**config.mk**
```make
export PLATFORM = sky130hd
export DESIGN_NAME = req_encoder_flat
export DESIGN_NICKNAME = d
export VERILOG_FILES = /design/src/rtl/req_encoder_pkg.sv /design/src/rtl/req_encoder_if.sv /design/src/rtl/req_encoder_pri_enc16.sv /design/src/rtl/req_encoder.sv /design/src/flat_wrapper.sv
export SDC_FILE = /design/constraint.sdc
export NUM_CORES = 1
export LEC_CHECK = 0
export ABC_AREA = 1
export CORE_ASPECT_RATIO = 1.2
export CORE_MARGIN = 4
export CORE_UTILIZATION = 47
export CTS_BUF_LIST = sky130_fd_sc_hd__clkbuf_4 sky130_fd_sc_hd__clkbuf_8 sky130_fd_sc_hd__clkbuf_16
export DETAILED_ROUTE_END_ITERATION = 10
export PLACE_DENSITY = 0.75
export SETUP_SLACK_MARGIN = 0.15
export SLEW_MARGIN = 30
export SYNTH_ARGS = -nofsm -noshare
export SYNTH_HDL_FRONTEND = slang
export SYNTH_SLANG_ARGS = --single-unit
```
**constraint.sdc**
```tcl
create_clock -name clk -period 4.5 [get_ports clk]
set_clock_uncertainty 0.2 [all_clocks]
set_input_delay 0.675 -clock clk [delete_from_list [all_inputs] [get_ports clk]]
set_output_delay 0.675 -clock clk [all_outputs]
set_load 0.02 [all_outputs]
```
**src/rtl/req_encoder_pkg.sv**
```systemverilog
// Shared sizes, FSM encoding and bit-order helpers for the request encoder.
package req_encoder_pkg;

    localparam int REQ_N  = 16;
    localparam int CODE_W = 4;
    localparam int CNT_W  = 5;

    typedef enum logic [0:0] {
        IDLE = 1'b0,
        SHOW = 1'b1
    } state_t;

    // Team decoder order puts weight 8 on bit 0; the mapping is a bit reversal,
    // so the same function converts index->code and code->index.
    function automatic logic [CODE_W-1:0] swap_order(input logic [CODE_W-1:0] val);
        logic [CODE_W-1:0] res;
        for (int i = 0; i < CODE_W; i++) begin
            res[i] = val[CODE_W-1-i];
        end
        return res;
    endfunction

    function automatic logic [CNT_W-1:0] popcount(input logic [REQ_N-1:0] vec);
        logic [CNT_W-1:0] total;
        total = '0;
        for (int i = 0; i < REQ_N; i++) begin
            total = total + CNT_W'(vec[i]);
        end
        return total;
    endfunction

endpackage

```
**src/rtl/req_encoder_if.sv**
```systemverilog
// Request/code bundle between a producer/consumer (master) and req_encoder (slave).
interface req_encoder_if;
    import req_encoder_pkg::*;

    // Handshake: a code transfers on a rising clk edge where v=1 and rdy=1;
    // while v=1 and rdy=0 the slave holds x and v stable.
    logic                e;
    logic [REQ_N-1:0]    d;
    logic                rdy;
    logic [CODE_W-1:0]   x;
    logic                v;
    logic [CNT_W-1:0]    cnt;
    logic                ov;
    logic [0:0]          fsm;

    modport master (
        output e, d, rdy,
        input  x, v, cnt, ov, fsm
    );

    modport slave (
        input  e, d, rdy,
        output x, v, cnt, ov, fsm
    );

endinterface

```
**src/rtl/req_encoder_pri_enc16.sv**
```systemverilog
// Lowest-set-index priority encoder; code is emitted in team bit order.
module pri_enc16
    import req_encoder_pkg::*;
(
    input  logic [REQ_N-1:0]  vec,
    output logic [CODE_W-1:0] code,
    output logic              any
);

    always_comb begin
        code = '0;
        // Scan downward so the lowest set index is written last and wins.
        for (int i = REQ_N - 1; i >= 0; i--) begin
            if (vec[i]) begin
                code = swap_order(CODE_W'(i));
            end
        end
    end

    assign any = |vec;

endmodule

```
**src/rtl/req_encoder.sv**
```systemverilog
// Pending-request register with a two-state presenter that serves the lowest index first.
module req_encoder
    import req_encoder_pkg::*;
(
    input  logic          clk,
    input  logic          rst,
    req_encoder_if.slave  bus
);

    localparam logic [0:0] ST_IDLE = IDLE;
    localparam logic [0:0] ST_SHOW = SHOW;

    logic [0:0]        state;
    logic [REQ_N-1:0]  p;
    logic [CODE_W-1:0] x_q;
    logic              v_q;
    logic [CNT_W-1:0]  cnt_q;
    logic              ov_q;

    logic              xfer;
    logic [REQ_N-1:0]  served;
    logic [REQ_N-1:0]  set_mask;
    logic [REQ_N-1:0]  p_rest;
    logic [REQ_N-1:0]  p_next;
    logic              ov_next;
    logic [CODE_W-1:0] win_code;
    logic              win_any;

    always_comb begin
        xfer     = (state == ST_SHOW) && bus.rdy;
        served   = '0;
        if (xfer) begin
            served = {{(REQ_N-1){1'b0}}, 1'b1} << swap_order(x_q);
        end
        set_mask = bus.e ? bus.d : '0;
        p_rest   = p & ~served;
        p_next   = p_rest | set_mask;
        ov_next  = |(set_mask & p & ~served);
    end

    // The winner is taken from p minus the bit being served; same-edge arrivals
    // only reach p_next, so they wait one edge before they can be presented.
    pri_enc16 u_pri (
        .vec  (p_rest),
        .code (win_code),
        .any  (win_any)
    );

    always_ff @(posedge clk) begin
        if (rst) begin
            state <= ST_IDLE;
            p     <= '0;
            x_q   <= '0;
            v_q   <= 1'b0;
            cnt_q <= '0;
            ov_q  <= 1'b0;
        end else begin
            p     <= p_next;
            cnt_q <= popcount(p_next);
            ov_q  <= ov_next;
            case (state)
                ST_IDLE: begin
                    if (bus.e && win_any) begin
                        x_q   <= win_code;
                        v_q   <= 1'b1;
                        state <= ST_SHOW;
                    end
                end
                ST_SHOW: begin
                    if (bus.rdy) begin
                        if (bus.e && win_any) begin
                            x_q <= win_code;
                        end else begin
                            v_q   <= 1'b0;
                            state <= ST_IDLE;
                        end
                    end
                end
                default: begin
                    state <= ST_IDLE;
                    v_q   <= 1'b0;
                end
            endcase
        end
    end

    assign bus.x   = x_q;
    assign bus.v   = v_q;
    assign bus.cnt = cnt_q;
    assign bus.ov  = ov_q;
    assign bus.fsm = state;

endmodule

```
**src/flat_wrapper.sv**
```systemverilog
// flat-port wrapper written by rule: the top's interface ports become plain ports
module req_encoder_flat import req_encoder_pkg::*;
  (clk, rst, bus_e, bus_d, bus_rdy, bus_x, bus_v, bus_cnt, bus_ov, bus_fsm);
  req_encoder_if bus_i ();
  input  logic clk;
  input  logic rst;
  input wire logic [$bits(bus_i.e)-1:0] bus_e;
  input wire logic [$bits(bus_i.d)-1:0] bus_d;
  input wire logic [$bits(bus_i.rdy)-1:0] bus_rdy;
  output wire logic [$bits(bus_i.x)-1:0] bus_x;
  output wire logic [$bits(bus_i.v)-1:0] bus_v;
  output wire logic [$bits(bus_i.cnt)-1:0] bus_cnt;
  output wire logic [$bits(bus_i.ov)-1:0] bus_ov;
  output wire logic [$bits(bus_i.fsm)-1:0] bus_fsm;
  assign bus_i.e = bus_e;
  assign bus_i.d = bus_d;
  assign bus_i.rdy = bus_rdy;
  assign bus_x = bus_i.x;
  assign bus_v = bus_i.v;
  assign bus_cnt = bus_i.cnt;
  assign bus_ov = bus_i.ov;
  assign bus_fsm = bus_i.fsm;
  req_encoder u_core (.clk(clk), .rst(rst), .bus(bus_i));
endmodule
```
# == Word level (Yosys, flattened, before mapping) ==
# Index checks and enable logic that the tools add are counted.
# W data, S select, Z words.
# classes
muxes,28
add_sub_neg,15
n_mul,0
n_reduce_logical,5
div_mod_pow,0
eq_ne,3
n_lt_le_gt_ge,0
shift,1
n_bitwise,6
# ops
operator,count
$mux W4,18
$add A5 B1 Y5,14
$and A16 B16 Y16,3
$mux W16,2
$reduce_or A16 Y1,2
$not A16 Y16,1
$or A16 B16 Y16,1
$shl A1 B4 Y16 const A,1
$pmux W4 S2,1
$mux W1,5
$ne A2 B2 Y1 const B,2
$pmux W1 S2,2
$reduce_and A3 Y1,1
$add A1 B1 Y2,1
$logic_and A1 B1 Y1,2
$ne A2 B1 Y1 const B,1
$not A1 Y1,1
# totals
mem_bits_rw,0
romBits,0
ff_bits,28
memories,0
output_inout_bits,12
in_bits,20
latch_bits,0

# == Logic depth before layout (Yosys ltp) ==
# Gate-level depths: netlist (run 1).
# depth
word_depth,23
depth_mapped,20
mapped_depth_nobuf,19

# == Hierarchy ==
# From an unflattened synthesis (run 1), not the netlist that was laid out.
# hier_totals
hier_cells,321
area_unflattened_um2,1998.2
# modules_own_cells
mod,n_inst,seq_area_each_um2,area_each_um2,cells_each
req_encoder,1,560.5,1789.2,273
pri_enc16,1,0.0,209.0,48

# == Worst setup path before layout (run 1) ==
# Ideal clock, no wire load.
# synth_timing
path_kind,input port to flip-flop
from,in bus_rdy
to,reg u_core.cnt_q[1] (netlist: u_core.bus.cnt[1])
t_arrival_ns,4.592
required_time_ns,4.172
setup_time_ns,0.128
slack_ns,-0.419
cell_stages,16
path_cell_list,nand2_1 -> nor2_2 -> inv_2 -> o21ai_2 -> nand2_1 -> ha_1 -> fa_1 -> fa_1 -> fa_1 -> fa_1 -> inv_1 -> fa_1 -> inv_1 -> fa_1 -> inv_1 -> nor2_1
# synth_via
elab_chain_len,20
# synth_rtl
item,line,rtl
"start, declared",flat_wrapper.sv:9,input wire logic [$bits(bus_i.rdy)-1:0] bus_rdy;
$logic_and A1 B1 Y1,req_encoder.sv:30,xfer = (state == ST_SHOW) && bus.rdy;
$mux W16,req_encoder.sv:32,if (xfer) begin
$not A16 Y16,req_encoder.sv:36,p_rest = p & ~served;
$and A16 B16 Y16,req_encoder.sv:36,
$or A16 B16 Y16,req_encoder.sv:37,p_next = p_rest | set_mask;
named net u_core.p_next[1],req_encoder.sv:24,logic [REQ_N-1:0] p_next;
$add A1 B1 Y2,req_encoder_pkg.sv:27,total = total + CNT_W'(vec[i]);
$add A5 B1 Y5 (14 in a row),req_encoder_pkg.sv:27,
"end signal, assigned",req_encoder.sv:59,cnt_q <= popcount(p_next);
"end, declared",req_encoder.sv:17,logic [CNT_W-1:0] cnt_q;
# The timed path passes the listed nets, and every way through them passes these cells.
# A chain may end at the register's enable or synchronous reset.

# == Final worst setup path (run 1) ==
# Ends and elaborated chain as after synthesis.

==> results.cfg, run 1 <==
[synth]
synth_most_common_cell = nand2_1
syn_inst = 223
ys.flop_type = dfxtp_1
synth_seq_cells = 28
syn_avg_cell_area_um2 = 7.63
synth-edff-count = 0
synth_area_mm2 = 0.00170
synth_commonest_cells = nand2_1, dfxtp_1, a21oi_1, inv_1, nor2_1
ys_types = 32
yosys.area.top_type = dfxtp_1
synthArstFlopShare = 0
yosysWarnings = 0
syn-num-nets = 258
synth-seq-area-share = 0.329
yosys-top-cells-area = dfxtp_1, fa_1, nand2_1
synth_top_area_frac = 0.329

[cts]
cts_tree = done
clock_latency_ps = 280
clkTransAtPathRegs_ps = 100
clockBufferDepth = 2
cts_buffers = 3
cts_sinks = 28
cts_max_level = 1
cts_root_buf = clkbuf_8

[detailed_routing]
via_count = 1752
detail-route-antenna-nets = 0
first_iter_violations = 145
wire_per_inst_um = 14.5
wirelength_mm = 4.71
top_layer = met4
drt-met1-wl_mm = 1.94
drt_first_pass_iters = 4
viasPerCell = 5.41
drc_errors = 0
dr_wl_met2_mm = 2.37
dr_wl_met3_um = 237

[pwr]
vdd.ir_drop.worst_v = 0.000490
leakagePower_nw = 1.11
powerDensity_mw_per_mm2 = 417

[job]
max_cap_violations = 0

[timing]
fin_tns_setup_ps = 0
fin_crit_sh = 0.990
hold_viol = 0
holdWs_ps = 295
finalCriticalPeriod_ps = 4450
drv_slew = 0
rsz0062_at_grt = yes
worst_slew_pin_slew_ps = 949
setup_viol = 0
setup_slack_ps = 46.8
fmax_ghz = 0.225
relSlewSlack = 0.365

[die]
fp.dieW_um = 62.9
die_y_um = 73.9
fp-row-count = 23
die-area_mm2 = 0.00465
coreArea_mm2 = 0.00342
ios = 32
start_util = 0.497

[layout]
synthToLayoutAreaGrowth_pct = 43.4
seq_area_um2 = 567
final_nets = 323
final_cells = 324
drive_gt1_frac = 0.279
multi_input_comb_area_mm2 = 0.00109
stdcell_area_mm2 = 0.00244
fillers = 278
n_antenna_cell = 0

[worst_setup_path]
critical_path_class = in -> reg
crit_required_ps = 4440
critPathCaptureType = flop
worstPathArrival_ps = 4390
critPathMaxFanout = 4
crit_path_start_kind = input port

[grt]
grt_remaining_overflow = 0
grt_pass1_vias = 1722
grt_pass1_wl_mm = 7.91
grtUsageTotal = 0.219
grt_max_degree = 26
antenna_found_initial = 0

[worst_hold_path]
holdCritPathClass = reg -> reg

[placed_design]
place_ws_ps = -761
placed_area_mm2 = 0.00231
place_congestion = 0.896
port_buffers = 31
hpwl_mm = 3.88
dp.cells = 317

[status]
status = complete, no violations
repair_timing:
action                     4_1_cts  5_1_grt
hold buffers                     0        0
resized for setup               18       11
pin swaps                        0        4
gates cloned                     0        0
buffers inserted                 1        2
setup endpoints to repair        5        4
layer usage:
metal	global-route usage	vias up
met5	0	-
met4	0.100	0
met3	0.0367	16
met2	0.380	54
met1	0.267	812
li1	-	870
path summary, 6_finish.rpt:
kind / start / end / slack [ps] / cells after the start
max: bus_rdy / u_core.bus.cnt[1] / 50 / 17
min: u_core.bus.v / u_core.bus.v / 290 / 2
max reg2reg: u_core.bus.x[3] / u_core.bus.cnt[1] / 60 / 16
min reg2reg: u_core.bus.v / u_core.bus.v / 290 / 2
cell usage in the layout, fill, tap and decap left out, types with 2 or more instances in the layout:
cell type         n
a31oi_1           3
nand3_1           7
dlygate4sd2_1     3
clkbuf_8          4
inv_1            18
dfxtp_1          25
o21ai_1          10
nor2_1           15
a21oi_2           3
nor3_1            4
buf_4            35
inv_2             7
o21ai_4           2
o22ai_1           6
nand2_1          44
o21ai_0           2
fa_2              3
nand3_2           2
dfxtp_2           2
o21ai_2           7
nor3_2            3
nand4_1           2
nand2_2           4
a21oi_1          19
fa_1              7
ha_1              4
and2_1            4
clkdlybuf4s50_1  27
through the flow:
step	util	total power, mW
2_1_floorplan	-	0.616
3_3_place_gp	0.674	0.779
3_5_place_dp	0.674	0.797
4_1_cts	0.697	0.967
5_1_grt	0.712	1.11
6_report	0.712	1.02
kinds of logic after synthesis:
family	after synthesis	share of synthesized area
adder cells (fa/ha/maj)	15	0.154
flip-flops	28	0.329
buffers and inverters	34	0.0757
AND/OR/NAND/NOR	88	0.231
AO/OA/AOI/OAI	58	0.210
power breakdown:
group	internal (mW)	leakage, nW	total, mW	switching [mW]
registers	0.281	0.233	0.298	0.0178
logic	0.265	0.851	0.560	0.294
clock network	0.0785	0.0288	0.160	0.0811
total	0.625	1.11	1.02	0.393
state kept, by name (all words and copies together), names as in the netlist:
name	count
u_core.bus.cnt	5
u_core.bus.fsm	1
u_core.bus.ov	1
u_core.bus.v	1
u_core.bus.x	4
u_core.p	16
final cells by class:
cell class | count | area share
multi-input combinational | 161 | 0.446
timing repair buffer | 66 | 0.235
sequential | 28 | 0.232
inverter | 28 | 0.0446
clock buffer | 4 | 0.0226
tap | 37 | 0.0190
worst max-delay path, cell delays in order:
cell	delay, ps
buf_8	100
nand2_8	50
nor2_4	120
inv_4	60
o21ai_4	130
nand2_2	80
ha_4	240
fa_1	510
fa_2	550
fa_1	420
fa_1	500
inv_1	50
fa_2	330
inv_2	80
fa_2	420
inv_2	60
nor2_1	30
Note: power is estimated with default switching activity, not from simulation.
==> inputs of run 2 (changes only) <==
==> constraint.sdc (replaced) <==
create_clock -name clk -period 4.5 [get_ports clk]
set_clock_uncertainty 0.2 [all_clocks]
set_input_delay 1.35 -clock clk [delete_from_list [all_inputs] [get_ports clk]]
set_output_delay 1.35 -clock clk [all_outputs]
set_load 0.02 [all_outputs]
==> results.cfg, run 2 (synthesized netlist as in run 1, its figures left out) <==
[layout]
layout_commonest_cell = nand2_1
largest_reg_flops = 16
fillers = 281
n_antenna_cell = 0
synthToLayoutAreaGrowth_pct = 45.5
final_util = 0.723
stdcell_area_mm2 = 0.00248
final_nets = 330
drive_gt1_frac = 0.272
layout_common_cells = nand2_1, buf_4, dfxtp_1
top_register = u_core.p

[detailed_routing]
wirelength_mm = 4.89
wire_per_inst_um = 14.8
via_count = 1806
drt_first_pass_iters = 4
first_iter_violations = 143
drc_errors = 0
detail-route-antenna-nets = 0
viasPerCell = 5.46

[grt]
grtUsageTotal = 0.215
use_met2 = 0.401
grt_max_degree = 26
grt_remaining_overflow = 0
antenna_found_initial = 0
busiest_layer = met2
use_met1 = 0.250
met3_usage = 0.0275
grt_pass1_vias = 1705
grt_pass1_wl_mm = 7.71

[timing]
finalCriticalPeriod_ps = 5160
relSlewSlack = 0.738
rsz0062_at_grt = yes
setup_viol = 5
setup_slack_ps = -661
drv_slew = 0
fin_crit_sh = 1.15
fmax_ghz = 0.194
worst_slew_pin_slew_ps = 390
hold_viol = 0

[die]
ios = 32
fp.dieW_um = 62.9
die-area_mm2 = 0.00465
coreArea_mm2 = 0.00342
die_y_um = 73.9
fp-row-count = 23
start_util = 0.497

[cts]
clockBufferDepth = 2
clock_latency_ps = 280
cts_max_level = 1
cts_tree = done
cts_sinks = 28
cts_root_buf = clkbuf_8
cts_buffers = 3
clkTransAtPathRegs_ps = 100

[worst_setup_path]
worstPathArrival_ps = 5120
rrSetupSlack_ps = -80
crit_path_start_kind = input port
critPathMaxFanout = 4
critPathCaptureType = flop
critical_path_class = in -> reg
crit_required_ps = 4460

[pwr]
clkPwrFrac = 0.157
powerDensity_mw_per_mm2 = 413
internal_power_mw = 0.627
switchingPower_mw = 0.397
vdd.ir_drop.worst_v = 0.000458
combPwrFrac = 0.553
pwr-share-seq = 0.291
switching_share = 0.387
p_total_mw = 1.02
leakagePower_nw = 1.14

[status]
violations = negative setup slack
status = finished, violations left

[placed_design]
port_buffers = 31
place_congestion = 0.937
hpwl_mm = 3.88
place_ws_ps = -1490
placed_area_mm2 = 0.00236

[worst_hold_path]
holdCritPathClass = reg -> reg

[job]
max_cap_violations = 0
==> run 2: cell types whose count changed in the layout (fill, tap and decap cells not counted), sizes merged <==
cell	change
buf	+7
==> run 2: path summary, 6_finish.rpt <==
kind                   start                 to  cells after the start
max                  bus_rdy  u_core.bus.cnt[1]                     17
min             u_core.bus.v       u_core.bus.v                      2
max reg2reg  u_core.bus.x[3]  u_core.bus.cnt[1]                     16
min reg2reg     u_core.bus.v       u_core.bus.v                      2
==> run 2: timing repair <==
item | 4_1_cts | 5_1_grt
pin swaps | 0 | 2
setup buffers | 3 | 0
resized for setup | 13 | 7
hold buffers | 0 | 0
endpoints found under the hold margin | 0 | 0
setup endpoints to repair | 5 | 5
==> run 2: final cells by class <==
cell class / count / area (µm²) / area share
Clock buffer: 4 / 55.1 / 0.0222
Inverter: 28 / 108 / 0.0435
Multi-Input combinational cell: 161 / 1080 / 0.436
Sequential cell: 28 / 561 / 0.226
Tap cell: 37 / 46.3 / 0.0187
Timing Repair Buffer: 73 / 627 / 0.253
==> run 2: metrics by stage <==
stage / hold slack [ps] / setup TNS, ps / cells
5_1_grt: 330 / -3250 / 331
3_5_place_dp: 274 / -6930 / 324
4_1_cts: 290 / -2530 / 331
6_report: 287 / -2640 / 331
2_1_floorplan: 276 / -2980 / 223
3_3_place_gp: 271 / -6530 / 324
==> run 2: power by group through the flow <==
stage | Sequential [mW] | Clock (mW) | Combinational (mW)
floorplan | 0.324 | 0 | 0.292
global placement | 0.302 | 0 | 0.480
detailed placement | 0.302 | 0 | 0.503
CTS | 0.297 | 0.163 | 0.533
global route | 0.300 | 0.170 | 0.638
finish | 0.298 | 0.161 | 0.566
==> run 2: layer usage <==
layer	vias to the layer above	wire, µm
met4	0	153
met2	58	2520
met5	-	0
met1	848	2010
met3	13	205
li1	887	-
==> run 2: critical path, stage by stage <==
cell,delay [ps]
buf_8,90
nand2_8,50
nor2_4,120
inv_4,60
o21ai_4,150
nand2_2,90
ha_4,250
fa_1,500
fa_1,550
fa_1,430
fa_1,500
inv_1,50
fa_2,330
inv_2,80
fa_2,420
inv_2,60
nor2_1,30
==> inputs of run 3 (changes only) <==
- PLACE_DENSITY: 0.75 -> default
- PLACE_DENSITY_LB_ADDON: default -> 0.25
- clock period: 4.5 -> 6 ns (I/O delays scaled with it)
==> results.cfg, run 3 (synthesized netlist as in run 1, its figures left out) <==
[status]
status = complete, no violations

[cts]
cts_sinks = 28
cts_root_buf = clkbuf_8
clkTransAtPathRegs_ps = 90
cts_buffers = 3
clockBufferDepth = 2
cts_tree = done
cts_max_level = 1
clock_latency_ps = 280

[layout]
multi_input_comb_area_mm2 = 0.00104
final_nets = 315
n_antenna_cell = 0
layout_commonest_cell = nand2_1
largest_reg_flops = 16
final_util = 0.671
fillers = 294
synthToLayoutAreaGrowth_pct = 35.0
drive_gt1_frac = 0.212
top_register = u_core.p
layout_common_cells = nand2_1, clkdlybuf4s50_1, dfxtp_1
seq_area_um2 = 561

[pwr]
powerDensity_mw_per_mm2 = 297
vdd.ir_drop.worst_v = 0.000277
leakagePower_nw = 1.06

[worst_setup_path]
critPathCaptureType = flop
critPathMaxFanout = 2
critical_path_class = in -> reg
r2r-start = u_core.bus.x[3]
crit_path_start_kind = input port
r2r_cells = 16
rrSetupSlack_ps = 1400
crit_required_ps = 5950
worstPathArrival_ps = 5600
reg2reg_to = u_core.bus.cnt[1]

[timing]
setup_slack_ps = 358
finalCriticalPeriod_ps = 5640
hold_viol = 0
drv_slew = 0
relSlewSlack = 0.686
worst_slew_pin_slew_ps = 467
setup_viol = 0
fin_crit_sh = 0.940
rsz0062_at_grt = no
holdWs_ps = 296
fmax_ghz = 0.177

[grt]
grt_pass1_vias = 1689
grt_max_degree = 26
grt_remaining_overflow = 0
antenna_found_initial = 0
grtUsageTotal = 0.215
grt_pass1_wl_mm = 7.74

[worst_hold_path]
worstHoldStart = u_core.bus.v
min_delay_path_depth = 2
min_to = u_core.bus.v
holdCritPathClass = reg -> reg

[die]
coreArea_mm2 = 0.00342
fp.dieW_um = 62.9
die_y_um = 73.9
die-area_mm2 = 0.00465
start_util = 0.497
fp-row-count = 23
ios = 32

[detailed_routing]
wire_per_inst_um = 14.6
detail-route-antenna-nets = 0
drt_first_pass_iters = 4
wirelength_mm = 4.59
viasPerCell = 5.37
via_count = 1692
first_iter_violations = 121
drc_errors = 0

[placed_design]
port_buffers = 31
place_congestion = 0.874
hpwl_mm = 3.67
place_ws_ps = -404

[job]
max_cap_violations = 0
[run 3: cell types whose count changed in the layout (fill, tap and decap cells not counted), moves of 2 or more]
cell | previous run | this run
buf_4 | 42 | 27
dlygate4sd2_1 | 3 | 1
a21oi_1 | 19 | 21
a21oi_2 | 3 | 1
o21ai_0 | 2 | 4
[run 3: how the worst max path moves through the flow]
| stage | start | end | cells after the start |
|---|---|---|---|
| after floorplan | bus_rdy | u_core.bus.cnt[1] | 16 |
| after detailed placement | bus_rdy | u_core.bus.cnt[1] | 15 |
| after CTS | bus_rdy | u_core.bus.cnt[1] | 17 |
| after global placement | bus_rdy | u_core.bus.cnt[1] | 17 |
| final | bus_d[1] | u_core.bus.cnt[1] | 14 |
| after global routing | bus_rdy | u_core.bus.cnt[1] | 17 |
[run 3: repair_timing]
action / 4_1_cts / 5_1_grt
hold buffers: 0 / 0
endpoints found under the hold margin: 0 / 0
setup buffers: 2 / 1
endpoints found under the setup margin: 4 / 4
pin swaps: 7 / 7
gates resized for setup: 6 / 5
[run 3: layer usage]
layer / global-route usage / share of wire / vias to the layer above
met4: 0.0907 / 0.031 / 0
met5: 0 / 0 / -
met2: 0.379 / 0.51 / 53
li1: - / - / 850
met1: 0.259 / 0.42 / 772
met3: 0.0382 / 0.045 / 17
[run 3: area by class of cell]
class                           count  area share
Multi-Input combinational cell    161       0.453
Sequential cell                    28       0.244
Timing Repair Buffer               58       0.218
Inverter                           28      0.0468
Tap cell                           37      0.0202
Clock buffer                        3      0.0180
[run 3: where the power goes]
group / internal [mW] / switching [mW] / total (mW)
clock network: 0.0452 / 0.0584 / 0.104
registers: 0.210 / 0.0135 / 0.223
logic: 0.161 / 0.194 / 0.355
total: 0.416 / 0.266 / 0.682
[run 3: per-stage QoR]
step | std cells | power, mW | TNS [ps] | cell area (µm²)
after floorplan | 223 | 0.458 | 0 | 1710
after global placement | 309 | 0.566 | -1140 | 2220
after detailed placement | 309 | 0.569 | -1270 | 2220
after CTS | 314 | 0.686 | 0 | 2290
after global routing | 315 | 0.752 | 0 | 2300
final | 315 | 0.682 | 0 | 2300
[run 3: critical path, cell delays in order]
cell	delay (ps)
clkdlybuf4s50_1	470
nand2_1	80
nand2_1	110
ha_1	250
fa_1	480
fa_2	550
fa_1	420
fa_1	490
inv_1	50
fa_2	330
inv_2	70
fa_1	390
inv_1	70
nor2_1	40
